<file path="src/rtl/sid_seq_pkg.sv">
// Shared types and note-entry field layout for the SID note sequencer.
// Optional octave transpose is enabled with `define SEQ_TRANSPOSE_EN.
package sid_seq_pkg;

    typedef enum logic [1:0] {
        S_IDLE     = 2'd0,
        S_LOAD     = 2'd1,
        S_GATE_ON  = 2'd2,
        S_GATE_OFF = 2'd3
    } seq_state_t;

    localparam int ENTRY_W  = 24;
    localparam int FREQ_MSB = 23;
    localparam int FREQ_LSB = 8;
    localparam int WAVE_MSB = 7;
    localparam int WAVE_LSB = 4;
    localparam int LEN_MSB  = 3;
    localparam int LEN_LSB  = 0;
    localparam int GATE_BIT = 0;

    // Shift left by whole octaves, saturating instead of wrapping.
    function automatic logic [15:0] transpose_freq(input logic [15:0] freq,
                                                   input logic [1:0]  oct);
        logic [18:0] wide;
        wide = {3'b000, freq} << oct;
        return (|wide[18:16]) ? 16'hFFFF : wide[15:0];
    endfunction

endpackage

</file>
<file path="src/rtl/seq_tick_gen.sv">
// Tempo tick generator: counts 0..tempo and pulses tick on the terminal count.
// Not affected by SEQ_TRANSPOSE_EN.
module seq_tick_gen
    import sid_seq_pkg::*;
(
    input  logic        clk,
    input  logic        rst,
    input  logic        clr,
    input  logic [15:0] tempo,
    output logic        tick
);

    logic [15:0] cnt;

    // Compare is live, so a tempo change applies from the next comparison.
    assign tick = (cnt == tempo);

    always_ff @(posedge clk or posedge rst) begin
        if (rst) begin
            cnt <= '0;
        end else if (clr || tick) begin
            cnt <= '0;
        end else begin
            cnt <= cnt + 16'd1;
        end
    end

endmodule

</file>
<file path="src/rtl/sid_note_sequencer.sv">
// Steps through a programmable note table driving SID frequency and waveform/gate.
// `define SEQ_TRANSPOSE_EN adds a transpose input that shifts notes by octaves.
//
// state      | meaning
// S_IDLE     | not playing, waiting for start
// S_LOAD     | read entry[step]; end marker wraps or stops, else load note
// S_GATE_ON  | gate high, count down len ticks
// S_GATE_OFF | one-tick release gap, then advance step
module sid_note_sequencer
    import sid_seq_pkg::*;
#(
    parameter int DEPTH  = 8,
    parameter int ADDR_W = 3
) (
    input  logic               clk,
    input  logic               rst,
    input  logic               cfg_we,
    input  logic [ADDR_W-1:0]  cfg_addr,
    input  logic [23:0]        cfg_wdata,
    input  logic [15:0]        tempo,
    input  logic               start,
    input  logic               stop,
    input  logic               loop_en,
`ifdef SEQ_TRANSPOSE_EN
    input  logic [1:0]         transpose,
`endif
    output logic [15:0]        sid_frequency,
    output logic [7:0]         sid_waveform,
    output logic               busy,
    output logic [ADDR_W-1:0]  step,
    output logic               step_strobe
);

    seq_state_t         state;
    logic [ENTRY_W-1:0] note_mem [DEPTH];
    logic [ENTRY_W-1:0] entry;
    logic [3:0]         entry_len;
    logic [15:0]        entry_freq;
    logic [15:0]        load_freq;
    logic [3:0]         remaining;
    logic               tick;

    always_ff @(posedge clk or posedge rst) begin
        if (rst) begin
            for (int i = 0; i < DEPTH; i++) note_mem[i] <= '0;
        end else if (cfg_we) begin
            note_mem[cfg_addr] <= cfg_wdata;
        end
    end

    assign entry      = note_mem[step];
    assign entry_len  = entry[LEN_MSB:LEN_LSB];
    assign entry_freq = entry[FREQ_MSB:FREQ_LSB];

`ifdef SEQ_TRANSPOSE_EN
    assign load_freq = transpose_freq(entry_freq, transpose);
`else
    assign load_freq = entry_freq;
`endif

    // Holding the counter clear through LOAD guarantees GATE_ON starts at zero.
    seq_tick_gen u_tick_gen (
        .clk   (clk),
        .rst   (rst),
        .clr   (state == S_LOAD),
        .tempo (tempo),
        .tick  (tick)
    );

    assign busy = (state != S_IDLE);

    always_ff @(posedge clk or posedge rst) begin
        if (rst) begin
            state         <= S_IDLE;
            step          <= '0;
            remaining     <= '0;
            sid_frequency <= '0;
            sid_waveform  <= '0;
            step_strobe   <= 1'b0;
        end else begin
            step_strobe <= 1'b0;
            if (stop) begin
                state                  <= S_IDLE;
                sid_waveform[GATE_BIT] <= 1'b0;
            end else begin
                case (state)
                    S_IDLE: begin
                        if (start) begin
                            step  <= '0;
                            state <= S_LOAD;
                        end
                    end
                    S_LOAD: begin
                        if (entry_len == 4'd0) begin
                            if (loop_en && (step != '0)) step  <= '0;
                            else                         state <= S_IDLE;
                        end else begin
                            sid_frequency <= load_freq;
                            sid_waveform  <= {entry[WAVE_MSB:WAVE_LSB], 3'b000, 1'b1};
                            remaining     <= entry_len;
                            step_strobe   <= 1'b1;
                            state         <= S_GATE_ON;
                        end
                    end
                    S_GATE_ON: begin
                        if (tick) begin
                            remaining <= remaining - 4'd1;
                            if (remaining == 4'd1) begin
                                sid_waveform[GATE_BIT] <= 1'b0;
                                state                  <= S_GATE_OFF;
                            end
                        end
                    end
                    S_GATE_OFF: begin
                        if (tick) begin
                            if (step == ADDR_W'(DEPTH - 1)) begin
                                step  <= '0;
                                state <= loop_en ? S_LOAD : S_IDLE;
                            end else begin
                                step  <= step + ADDR_W'(1);
                                state <= S_LOAD;
                            end
                        end
                    end
                    default: state <= S_IDLE;
                endcase
            end
        end
    end

endmodule

</file>
<file path="config.mk">
export PLATFORM = sky130hd
export DESIGN_NAME = sid_note_sequencer
export DESIGN_NICKNAME = d
export VERILOG_FILES = /design/src/rtl/sid_seq_pkg.sv /design/src/rtl/seq_tick_gen.sv /design/src/rtl/sid_note_sequencer.sv
export SDC_FILE = /design/constraint.sdc
export NUM_CORES = 1
export LEC_CHECK = 0
export CORE_ASPECT_RATIO = 1.25
export CORE_MARGIN = 1.5
export CORE_UTILIZATION = 43
export CTS_CLUSTER_DIAMETER = 120
export DETAILED_ROUTE_END_ITERATION = 7
export PLACE_DENSITY = 0.75
export SYNTH_ARGS = -nofsm -noshare
export SYNTH_HDL_FRONTEND = slang
export SYNTH_SLANG_ARGS = --single-unit
</file>
<file path="constraint.sdc">
create_clock -name clk -period 7.7 [get_ports clk]
set_input_delay 1.155 -clock clk [delete_from_list [all_inputs] [get_ports clk]]
set_output_delay 1.155 -clock clk [all_outputs]
set_load 0.005 [all_outputs]
</file>
Yosys cells after proc, flatten, opt, wreduce, memory -nomap -nowiden:

Index checks and enable logic that the tools add are counted.

* $add $sub $neg: 3
* multipliers: 0
* div/mod/pow operators: 0
* $lt $le $gt $ge: 3
* eq/ne operators: 18
* shifts and indexed selects: 0
* mux-type cells: 34
* bitwise logic cells: 4
* reductions and logical operators: 15

Operator list (count)
* $bwmux 192: 1
* $bmux 24 s3: 1
* $demux 24 s3: 1
* $mux 24: 3
* $add 16x1->16 const B: 1
* $eq 16x16->1: 1
* $mux 16: 1
* $mux 3: 5
* $mux 2: 7
* $mux 1: 9
* $ne 3x3->1 const B: 3
* $pmux 3 s3: 1
* $reduce_bool 3->1: 3
* $ge 4x4->1 const B: 2
* $mux 4: 2
* $ne 2x2->1 const B: 4
* $not 3->4: 2
* $pmux 2 s4: 1
* $pmux 4 s2: 1
* $reduce_and 4->1: 2
* $ne 3x2->1 const B: 2
* $reduce_and 6->1: 1
* $reduce_and 5->1: 1
* $eq 2x2->1 const B: 2
* other kinds (16): 20

* register bits after elaboration: 239
* latch bits: 0
* RAM bits: 0
* ROM bits: 0
* bits of input ports: 49
* logic and storage cells: 93
* memories: 0

Depth between registers and ports, before layout:

Gate-level depths: netlist (run 1).

* depth after elaboration: 8
* depth in mapped cells: 10
* gate-level depth less buffers: 7

By module:

A second synthesis (run 1) with hierarchy kept.

* cells, all modules: 742
* area, all modules: 10961.8 µm²

By module, submodules not included
* sid_note_sequencer: times used 1, cells an instance 641, area an instance 9975.8 µm²
* seq_tick_gen: times used 1, cells an instance 101, area an instance 985.9 µm²

Worst setup path before layout (run 1):

OpenSTA, ideal clock, no wires.

* kind: input port to flip-flop
* start point: in cfg_addr[0]
* end point: reg note_mem[72] (netlist bit)
* library setup time: 0.125 ns
* arrival: 2.714 ns
* data required time: 7.575 ns
* slack: 4.861 ns
* cell stages on the path: 5
* path through: clkbuf_1 -> nand2b_1 -> nor3b_1 -> clkbuf_1 -> mux2_2

* longest elaborated chain between the ends: 6
* elaborated cells between the ends (all ways): 7

Ends and longest elaborated chain
* start, declared: line sid_note_sequencer.sv:18 `input logic [ADDR_W-1:0] cfg_addr,`
* $not 3->4 (implied by the code) (*): line sid_note_sequencer.sv:47 `note_mem[cfg_addr] <= cfg_wdata;`
* $ge 4x4->1 (implied by the code) / $lt 4x1->1 (equally long branches): line sid_note_sequencer.sv:47
* $logic_and 1x1->1 (implied by the code): line sid_note_sequencer.sv:47
* $mux 24 (implied by the code): line sid_note_sequencer.sv:47
* $demux 24 s3 (*): line sid_note_sequencer.sv:47
* $bwmux 192 (*): line sid_note_sequencer.sv:47
* end signal, assigned by index: line sid_note_sequencer.sv:47
* end, declared: line sid_note_sequencer.sv:35 `logic [ENTRY_W-1:0] note_mem [DEPTH];`

Mark *: on every way between the ends. The rest lies on a longest branch, timed or not.
A chain may end at the register's enable or synchronous reset.

Worst setup path after layout (run 1):

* start point: reg step[0]
* end point: out step[0]

RTL lines
* start, declared: line sid_note_sequencer.sv:30 `output logic [ADDR_W-1:0] step,`
* start signal, assigned: line sid_note_sequencer.sv:120 `step <= step + ADDR_W'(1);`

No word-level cell between the ends.

==> impl_metrics.ini, run 1 <==
[run_status]
status = finished, final reports clean

[detailed_routing]
dr.pass1.iters = 7
first_iter_violations = 243
totalWireLength_um = 22800
via_count = 6541
drc = 0
vias_per_cell = 5.41
detail-route-antenna-nets = 0
wl_per_cell_um = 18.9

[final_layout]
antennaDiodeCount = 0
fillers = 2118
nets = 918
final_cells = 1209
drive_above_1_share = 0.347
final_cell_mix = dfrtp_1, mux2_2, clkdlybuf4s50_1
layout_commonest_cell = dfrtp_1
areaGrowthSynthToFinish_pct = 16.4

[critical_path]
endpoint_kind = output port
slowest_delay_ns = 1.13
reg2reg_depth = 5
r2r_end = sid_frequency[4]$_DFFE_PP0P_
worst-path-buf-inv = 1
r2r_slack_ns = 4.38
crit_arrival_ns = 2.32
r2r_start = step[0]$_DFFE_PP0P_
required_ns = 6.55
critPathLaunchType = register
path_cells = clkdlybuf4s50_1
criticalPathCategory = reg -> out
cp_top_family = flip-flops
cp_slowest_cell = dfrtp_4
path_max_fanout = 52

[global_routing]
grt_max_degree = 109
grt-busiest-layer = met2
grtUsageTotal = 0.176
grt_pass1_vias = 6832
use_met3 = 0.0275
grt.met2_usage = 0.312
grt_overflow = 0
antenna_found_initial = 2
grt_pass1_wl_um = 37200
use_met1 = 0.226

[timing]
max_freq_mhz = 287
final-hold-violation-count = 0
slew_headroom = 0.289
report.final.slew_viol_count = 0
fin_crit_ns = 3.48
finClkSkew_ns = 0.0218
period_share = 0.452
tns_ns = 0
tightest_slew_ns = 1.07
rsz0062_at_grt = false
finalSetupViolations = 0

[synth]
syn_inst = 793
yosys_warnings = 0
synth_area_um2 = 11100
synth_seq_cells = 239
synth_area_leader_cell = dfrtp_1
postSynthAreaPerCell_um2 = 13.9
synth_area_leaders = dfrtp_1, mux2_2, mux4_2, nand2_1, xor2_1
synth-main-ff-cell = dfrtp_1
synth_cell_types = 50
synth_edf_count = 0
ys_seq_area_frac = 0.541
synthArstFlopShare = 1.00
synth_top_area_frac = 0.541

[placed_design]
dp_hpwl_um = 13500
place.gp.congestion = 0.774
place_inst = 1168
numPortBuffers = 74

[cts]
cts-resized-gates = 0
numCtsBuffers = 23
post_cts_buffers = 0
hold_buffers = 0
clock-sinks = 239
cts-root-buf = clkbuf_16
clkTransAtPathRegs_ns = 0.06
htreeDepth = 1
clk-insertion-delay-late_ns = 0.51
cts_tree = built
ctsLongestPathBuffers = 3

[floorplanning]
pin_count = 78
start_util = 0.437
die_h_um = 182
rows = 65
dieWidth_um = 146
core_um2 = 25300
dieArea_um2 = 26700

[power_and_ir_drop]
clkPwrFrac = 0.290
peakVddDrop_mv = 0.140
comb_power_share = 0.235
power.density_nw_per_um2 = 289
power_leakage_uw = 0.00535
swShare = 0.270
p_sw_uw = 1010
p_int_uw = 2720
power_frac_seq = 0.475

[min_path]
holdPathStages = 1
hp-start = note_mem[75]$_DFFE_PP0P_
min-delay-path-class = reg -> reg
min_to = note_mem[75]$_DFFE_PP0P_

[flow_run]
max_cap_violations = 0
==> cell families (layout without fill, tap and decap cells) <==
group	count (synthesis)	after routing	share of synthesized area
compound gates	45	45	0.0282
xor+xnor	30	30	0.0238
fa+ha+maj	11	11	0.0124
buf+inv	62	141	0.0244
flops	239	239	0.541
mux	250	250	0.305
other cells	1	3	0.000339
simple gates	155	155	0.0648
==> power groups by stage <==
| stage | sequential [µW] | clock, µW | combinational [µW] |
|---|---|---|---|
| after CTS | 1770 | 1110 | 891 |
| after detailed placement | 1790 | 0 | 886 |
| final | 1770 | 1080 | 876 |
| after floorplan | 1710 | 0 | 648 |
| after global placement | 1780 | 0 | 863 |
| after global routing | 1810 | 1160 | 970 |
==> metrics by stage <==
stage	utilization	hold WS (ns)	setup slack, ns	total power, µW	area [µm²]
3_3_place_gp	0.480	0.481	4.13	2640	12200
3_5_place_dp	0.480	0.488	4.14	2680	12200
2_1_floorplan	-	0.470	3.41	2360	11100
6_report	0.509	0.500	4.22	3720	12900
4_1_cts	0.509	0.502	4.12	3770	12900
5_1_grt	0.509	0.512	4.01	3940	12900
==> sequential cells by signal (all words and copies together) (netlist names) <==
| signal | count |
|---|---|
| sid_frequency | 16 |
| step | 3 |
| note_mem | 192 |
| sid_waveform | 5 |
| state | 2 |
| step_strobe | 1 |
| u_tick_gen.cnt | 16 |
| remaining | 4 |
==> cell type report <==
cell class | instances | area, µm² | share of cell area
timing repair buffer | 87 | 851 | 0.0661
tap | 335 | 419 | 0.0326
multi-input combinational | 494 | 4840 | 0.376
clock inverter | 4 | 23.8 | 0.00185
inverter | 13 | 52.6 | 0.00408
clock buffer | 37 | 698 | 0.0542
sequential | 239 | 5990 | 0.465
==> synthesized netlist by cell type (8+ instances only) <==
cell,instances
ha_1,11
clkbuf_1,33
mux2_2,193
nor2_1,44
a31oi_1,22
dfrtp_1,239
inv_1,12
nand2_1,63
nand3_1,8
xor2_1,27
mux4_2,48
==> worst max path at each step <==
stage | startpoint | to | cells past startpoint
2_1_floorplan | rst | note_mem[0]$_DFFE_PP0P_ | 1
3_3_place_gp | tempo[2] | step[2]$_DFFE_PP0P_ | 7
3_5_place_dp | tempo[12] | remaining[2]$_DFFE_PP0P_ | 7
4_1_cts | step[0]$_DFFE_PP0P_ | step[0] | 1
5_1_grt | step[0]$_DFFE_PP0P_ | sid_frequency[1]$_DFFE_PP0P_ | 6
6_report | step[0]$_DFFE_PP0P_ | step[0] | 1
==> layer usage <==
layer,routed length (µm),up-vias,share of wire
met5,31,-,0.0014
met4,373,4,0.016
met3,904,28,0.040
met2,11600,102,0.51
met1,9940,3410,0.43
li1,-,2997,-
Note: power is estimated with default switching activity, not from simulation.
==> inputs of run 2 (changes only) <==
clock period = 2.8 ns   (was 7.7 ns; I/O delays follow)
==> run 2 against run 1 <==
Via count up 2.6%. Worst setup slack worse by 4.0 ns. Sequential share of layout area down 0.90 points. Wire length up 1.9%. Global-route usage is 0.26 points higher. Combinational power rose to 2.9 times the previous value. Utilization is 1.0 points higher. Clock power rose to 3.0 times the previous value. Hold slack got worse by 0.13 ns. Critical endpoint is now remaining[3]$_DFFE_PP0P_. Largest cell class unchanged.
==> impl_metrics.ini, run 2 (synthesis gave the netlist of run 1 again) <==
[run_status]
status = finished, final reports clean

[critical_path]
criticalPathCategory = reg -> reg
critPathLaunchType = register
path_max_fanout = 14
reg2reg_depth = 7
path_depth = 7
path_cells = mux4_1 -> or4_1 -> o22ai_4 -> a211oi_2 -> buf_4 -> a41oi_1 -> nand2_1
required_ns = 3.20
crit_arrival_ns = 3.03
cp_slowest_cell = mux4_1
cp_top_family = simple AND/OR/NAND/NOR gates
worst-path-buf-inv = 1
endpoint_kind = register
slowest_delay_ns = 0.62

[final_layout]
largest_register = note_mem
reg_top3 = note_mem (192), sid_frequency (16), u_tick_gen.cnt (16)
layout_commonest_cell = dfrtp_1
stdcell_area_um2 = 13100
drive_above_1_share = 0.363
nets = 933
fillers = 2090
final_cell_mix = dfrtp_1, mux2_2, clkdlybuf4s50_1
largest_register_ffs = 192
areaGrowthSynthToFinish_pct = 18.7

[min_path]
min-delay-path-class = in -> async

[flow_run]
max_cap_violations = 0

[timing]
setup_ws_ns = 0.172
finClkSkew_ns = 0.0168
final-hold-violation-count = 0
fin_crit_ns = 2.63
period_share = 0.939
rsz0062_at_grt = false
tightest_slew_ns = 1.05
finalSetupViolations = 0
slew_headroom = 0.302
max_freq_mhz = 381
report.final.slew_viol_count = 0

[placed_design]
dpl_worst_slack_ns = 0.165
place.gp.congestion = 0.769
numPortBuffers = 74
place_area_um2 = 12300
dp_hpwl_um = 14200

[floorplanning]
pin_count = 78
die_h_um = 182
start_util = 0.437
core_um2 = 25300
rows = 65
dieWidth_um = 146
dieArea_um2 = 26700

[power_and_ir_drop]
power_leakage_uw = 0.00547
power.density_nw_per_um2 = 808
peakVddDrop_mv = 0.496

[cts]
hold_buffers = 0
cts-resized-gates = 0
ctsLongestPathBuffers = 3
post_cts_buffers = 0
clk-insertion-delay-late_ns = 0.52
clock-sinks = 239
htreeDepth = 1
numCtsBuffers = 25
cts_tree = built
cts-root-buf = clkbuf_16
clkTransAtPathRegs_ns = 0.06

[detailed_routing]
totalWireLength_um = 23300
via_count = 6710
vias_per_cell = 5.47
dr.pass1.iters = 4
first_iter_violations = 351
drc = 0
wl_per_cell_um = 19.0
detail-route-antenna-nets = 0

[global_routing]
grt_pass1_vias = 7190
grtUsageTotal = 0.179
antenna_found_initial = 1
grt_max_degree = 86
grt_overflow = 0
grt_pass1_wl_um = 38100
-- run 2: cell types whose count changed in the layout (fill, tap and decap cells not counted), sizes merged, moves of 2 or more --
| cell | change |
|---|---|
| clkbuf | -5 |
| bufinv | +2 |
| clkinv | +4 |
| clkinvlp | +2 |
| buf | +13 |
-- run 2: final cells by class --
type,count,area (µm²),share of cell area
multi-input cells,494,4840,0.369
diodes,1,2.50,0.000191
clock inverters,13,130,0.00991
repair buffers,100,1010,0.0770
well taps,335,419,0.0319
flip-flops and latches,239,5990,0.456
clock buffers,32,682,0.0519
inverters,13,52.6,0.00400
-- run 2: routing by layer --
metal / wire length [µm] / GRT usage / vias up
li1: - / - / 3039
met1: 10000 / 0.229 / 3528
met2: 12100 / 0.320 / 116
met3: 843 / 0.0260 / 25
met4: 315 / 0.0412 / 2
met5: 13 / 0 / -
-- run 2: final timing paths --
| path | end | slack [ns] | from |
|---|---|---|---|
| max | remaining[3]$_DFFE_PP0P_ | 0.17 | step[0]$_DFFE_PP0P_ |
| min reg2reg | note_mem[26]$_DFFE_PP0P_ | 0.50 | note_mem[26]$_DFFE_PP0P_ |
| max in group asynchronous | note_mem[106]$_DFFE_PP0P_ | 1.66 | rst |
| min | note_mem[28]$_DFFE_PP0P_ | 0.37 | rst |
| min in group clk | note_mem[26]$_DFFE_PP0P_ | 0.50 | note_mem[26]$_DFFE_PP0P_ |
| max reg2reg | remaining[3]$_DFFE_PP0P_ | 0.17 | step[0]$_DFFE_PP0P_ |
-- run 2: power by group --
group	switching, µW	leakage [µW]	internal, µW
combinational	998	0.00218	1520
clock	1350	0.000401	1910
sequential	534	0.00289	4300
total	2880	0.00547	7730
-- run 2: worst min-delay path, cell delays in order --
cell	delay [ns]
clkdlybuf4s50_1	0.44
clkinvlp_4	0.13
buf_4	0.28
-- run 2: metrics by stage --
step           setup TNS, ns  hold slack (ns)  cells  total power, µW   util
4_1_cts                    0            0.375   1226            10700  0.519
5_1_grt                    0            0.414   1226            11200  0.519
3_5_place_dp               0            0.487   1181             7430  0.487
3_3_place_gp               0            0.482   1181             7310  0.487
2_1_floorplan        -180.17            0.470    795             6480      -
6_report                   0            0.375   1227            10600  0.519
==> inputs of run 3 (changes only) <==
GPL_TIMING_DRIVEN = 0   (was unset)
==> run 3 against run 2 <==
Via count rose by 2.0%. Clock power barely moved. Die area stayed put. Fmax is 2.0% lower. First-iteration DRC count down 8.0%. Critical path depth rose by 1. Combinational power up 3%. Cell count is 2.0% higher. Hold slack got worse by 0.022 ns.
==> impl_metrics.ini, run 3 (synthesis gave the netlist of run 1 again) <==
[critical_path]
r2r_slack_ns = 0.12
r2r_end = remaining[2]$_DFFE_PP0P_
critPathLaunchType = register
r2r_start = step[0]$_DFFE_PP0P_
crit_arrival_ns = 3.08
reg2reg_depth = 8
path_max_fanout = 10
endpoint_kind = register
required_ns = 3.20
criticalPathCategory = reg -> reg

[timing]
rsz0062_at_grt = false
max_freq_mhz = 373
finalSetupViolations = 0
period_share = 0.957
finClkSkew_ns = 0.00886
tightest_slew_ns = 1.13
setup_ws_ns = 0.120
fin_crit_ns = 2.68
hold_slack_ns = 0.352
slew_headroom = 0.239
report.final.slew_viol_count = 0
final-hold-violation-count = 0

[final_layout]
stdcell_area_um2 = 13200
layout_commonest_cell = dfrtp_1
areaGrowthSynthToFinish_pct = 19.1
nets = 959
drive_above_1_share = 0.340
largest_register = note_mem
reg_top3 = note_mem (192), sid_frequency (16), u_tick_gen.cnt (16)
final_cells = 1251
final_cell_mix = dfrtp_1, mux2_2, clkdlybuf4s50_1
largest_register_ffs = 192
antennaDiodeCount = 0

[flow_run]
max_cap_violations = 0

[cts]
cts_tree = built
ctsLongestPathBuffers = 3
hold_buffers = 0
numCtsBuffers = 25
clkTransAtPathRegs_ns = 0.06
cts-root-buf = clkbuf_16
clock-sinks = 239
clk-insertion-delay-late_ns = 0.51
htreeDepth = 1

[detailed_routing]
totalWireLength_um = 24100
wl_per_cell_um = 19.3
via_count = 6847
vias_per_cell = 5.47
dr.pass1.iters = 4
detail-route-antenna-nets = 0
first_iter_violations = 323
drc = 0

[floorplanning]
dieArea_um2 = 26700
rows = 65
die_h_um = 182
pin_count = 78
start_util = 0.437
dieWidth_um = 146
core_um2 = 25300

[placed_design]
place.gp.congestion = 0.795
place_inst = 1206
dp_hpwl_um = 16400
place_area_um2 = 12300
numPortBuffers = 70
dpl_worst_slack_ns = -0.278

[global_routing]
grt_pass1_wl_um = 39800
grt_max_degree = 42
grtUsageTotal = 0.188
grt_pass1_vias = 7430
grt_overflow = 0
antenna_found_initial = 2

[power_and_ir_drop]
power.density_nw_per_um2 = 811
peakVddDrop_mv = 0.435
finalPower_uw = 10700
power_leakage_uw = 0.00548

[min_path]
min-delay-path-class = in -> async

[run_status]
status = finished, final reports clean
## run 3: changes by cell type in the layout (fill, tap and decap cells not counted), sizes merged
cell,previous run,this run
clkdlybuf4s50,74,70
bufinv,2,1
clkbuf,32,72
diode,1,0
clkinv,7,1
buf,26,23
inv,14,13
## run 3: where the power goes
| group | total (µW) | leakage (µW) | internal, µW | switching [µW] |
|---|---|---|---|---|
| logic | 2600 | 0.00220 | 1540 | 1070 |
| registers | 4830 | 0.00289 | 4300 | 531 |
| clock network | 3250 | 0.000391 | 1920 | 1330 |
## run 3: what timing repair did
action,CTS,global route
endpoints found under the hold margin,0,0
gates resized for setup,6,12
setup endpoints to repair,23,23
setup buffers,0,2
## run 3: layout make-up
cell class                      instances  area (µm²)
Fill cell                            2111       12100
Sequential cell                       239        5980
Multi-Input combinational cell        494        4840
Timing Repair Buffer                   78         836
Clock buffer                           39         748
Tap cell                              335         419
Buffer                                 48         231
Clock inverter                          5        61.3
Inverter                               13        52.6
## run 3: worst max-delay path by stage
stage | slack [ns] | start | to | cells after the start
floorplan | -0.75 | rst | note_mem[0]$_DFFE_PP0P_ | 1
global placement | -2.55 | rst | note_mem[154]$_DFFE_PP0P_ | 2
detailed placement | -0.28 | step[1]$_DFFE_PP0P_ | step[2]$_DFFE_PP0P_ | 10
CTS | 0.007 | step[0]$_DFFE_PP0P_ | sid_frequency[15]$_DFFE_PP0P_ | 9
global route | 0.01 | step[0]$_DFFE_PP0P_ | sid_waveform[5]$_DFFE_PP0P_ | 10
finish | 0.12 | step[0]$_DFFE_PP0P_ | remaining[2]$_DFFE_PP0P_ | 8
## run 3: through the flow
step                 util  setup TNS, ns
CTS                 0.519              0
global route        0.521              0
global placement    0.482        -610.10
detailed placement  0.487         -10.53
finish              0.521              0
floorplan               -        -180.17
## run 3: metal layers
layer	up-vias	part of all wire	wire, µm	track usage
met5	-	0.0011	27	0
met4	4	0.023	556	0.0586
met3	51	0.036	874	0.0288
met2	122	0.53	12800	0.340
met1	3590	0.41	9930	0.231
li1	3080	-	-	-
## run 3: critical path, stage by stage, from the launching register on
cell and delay, ns:
dfrtp_1 0.39, buf_6 0.16, buf_8 0.16, mux4_2 0.56, or4_4 0.57, o22ai_4 0.19, a211oi_2 0.12, nor2b_4 0.17
o221a_1 0.23
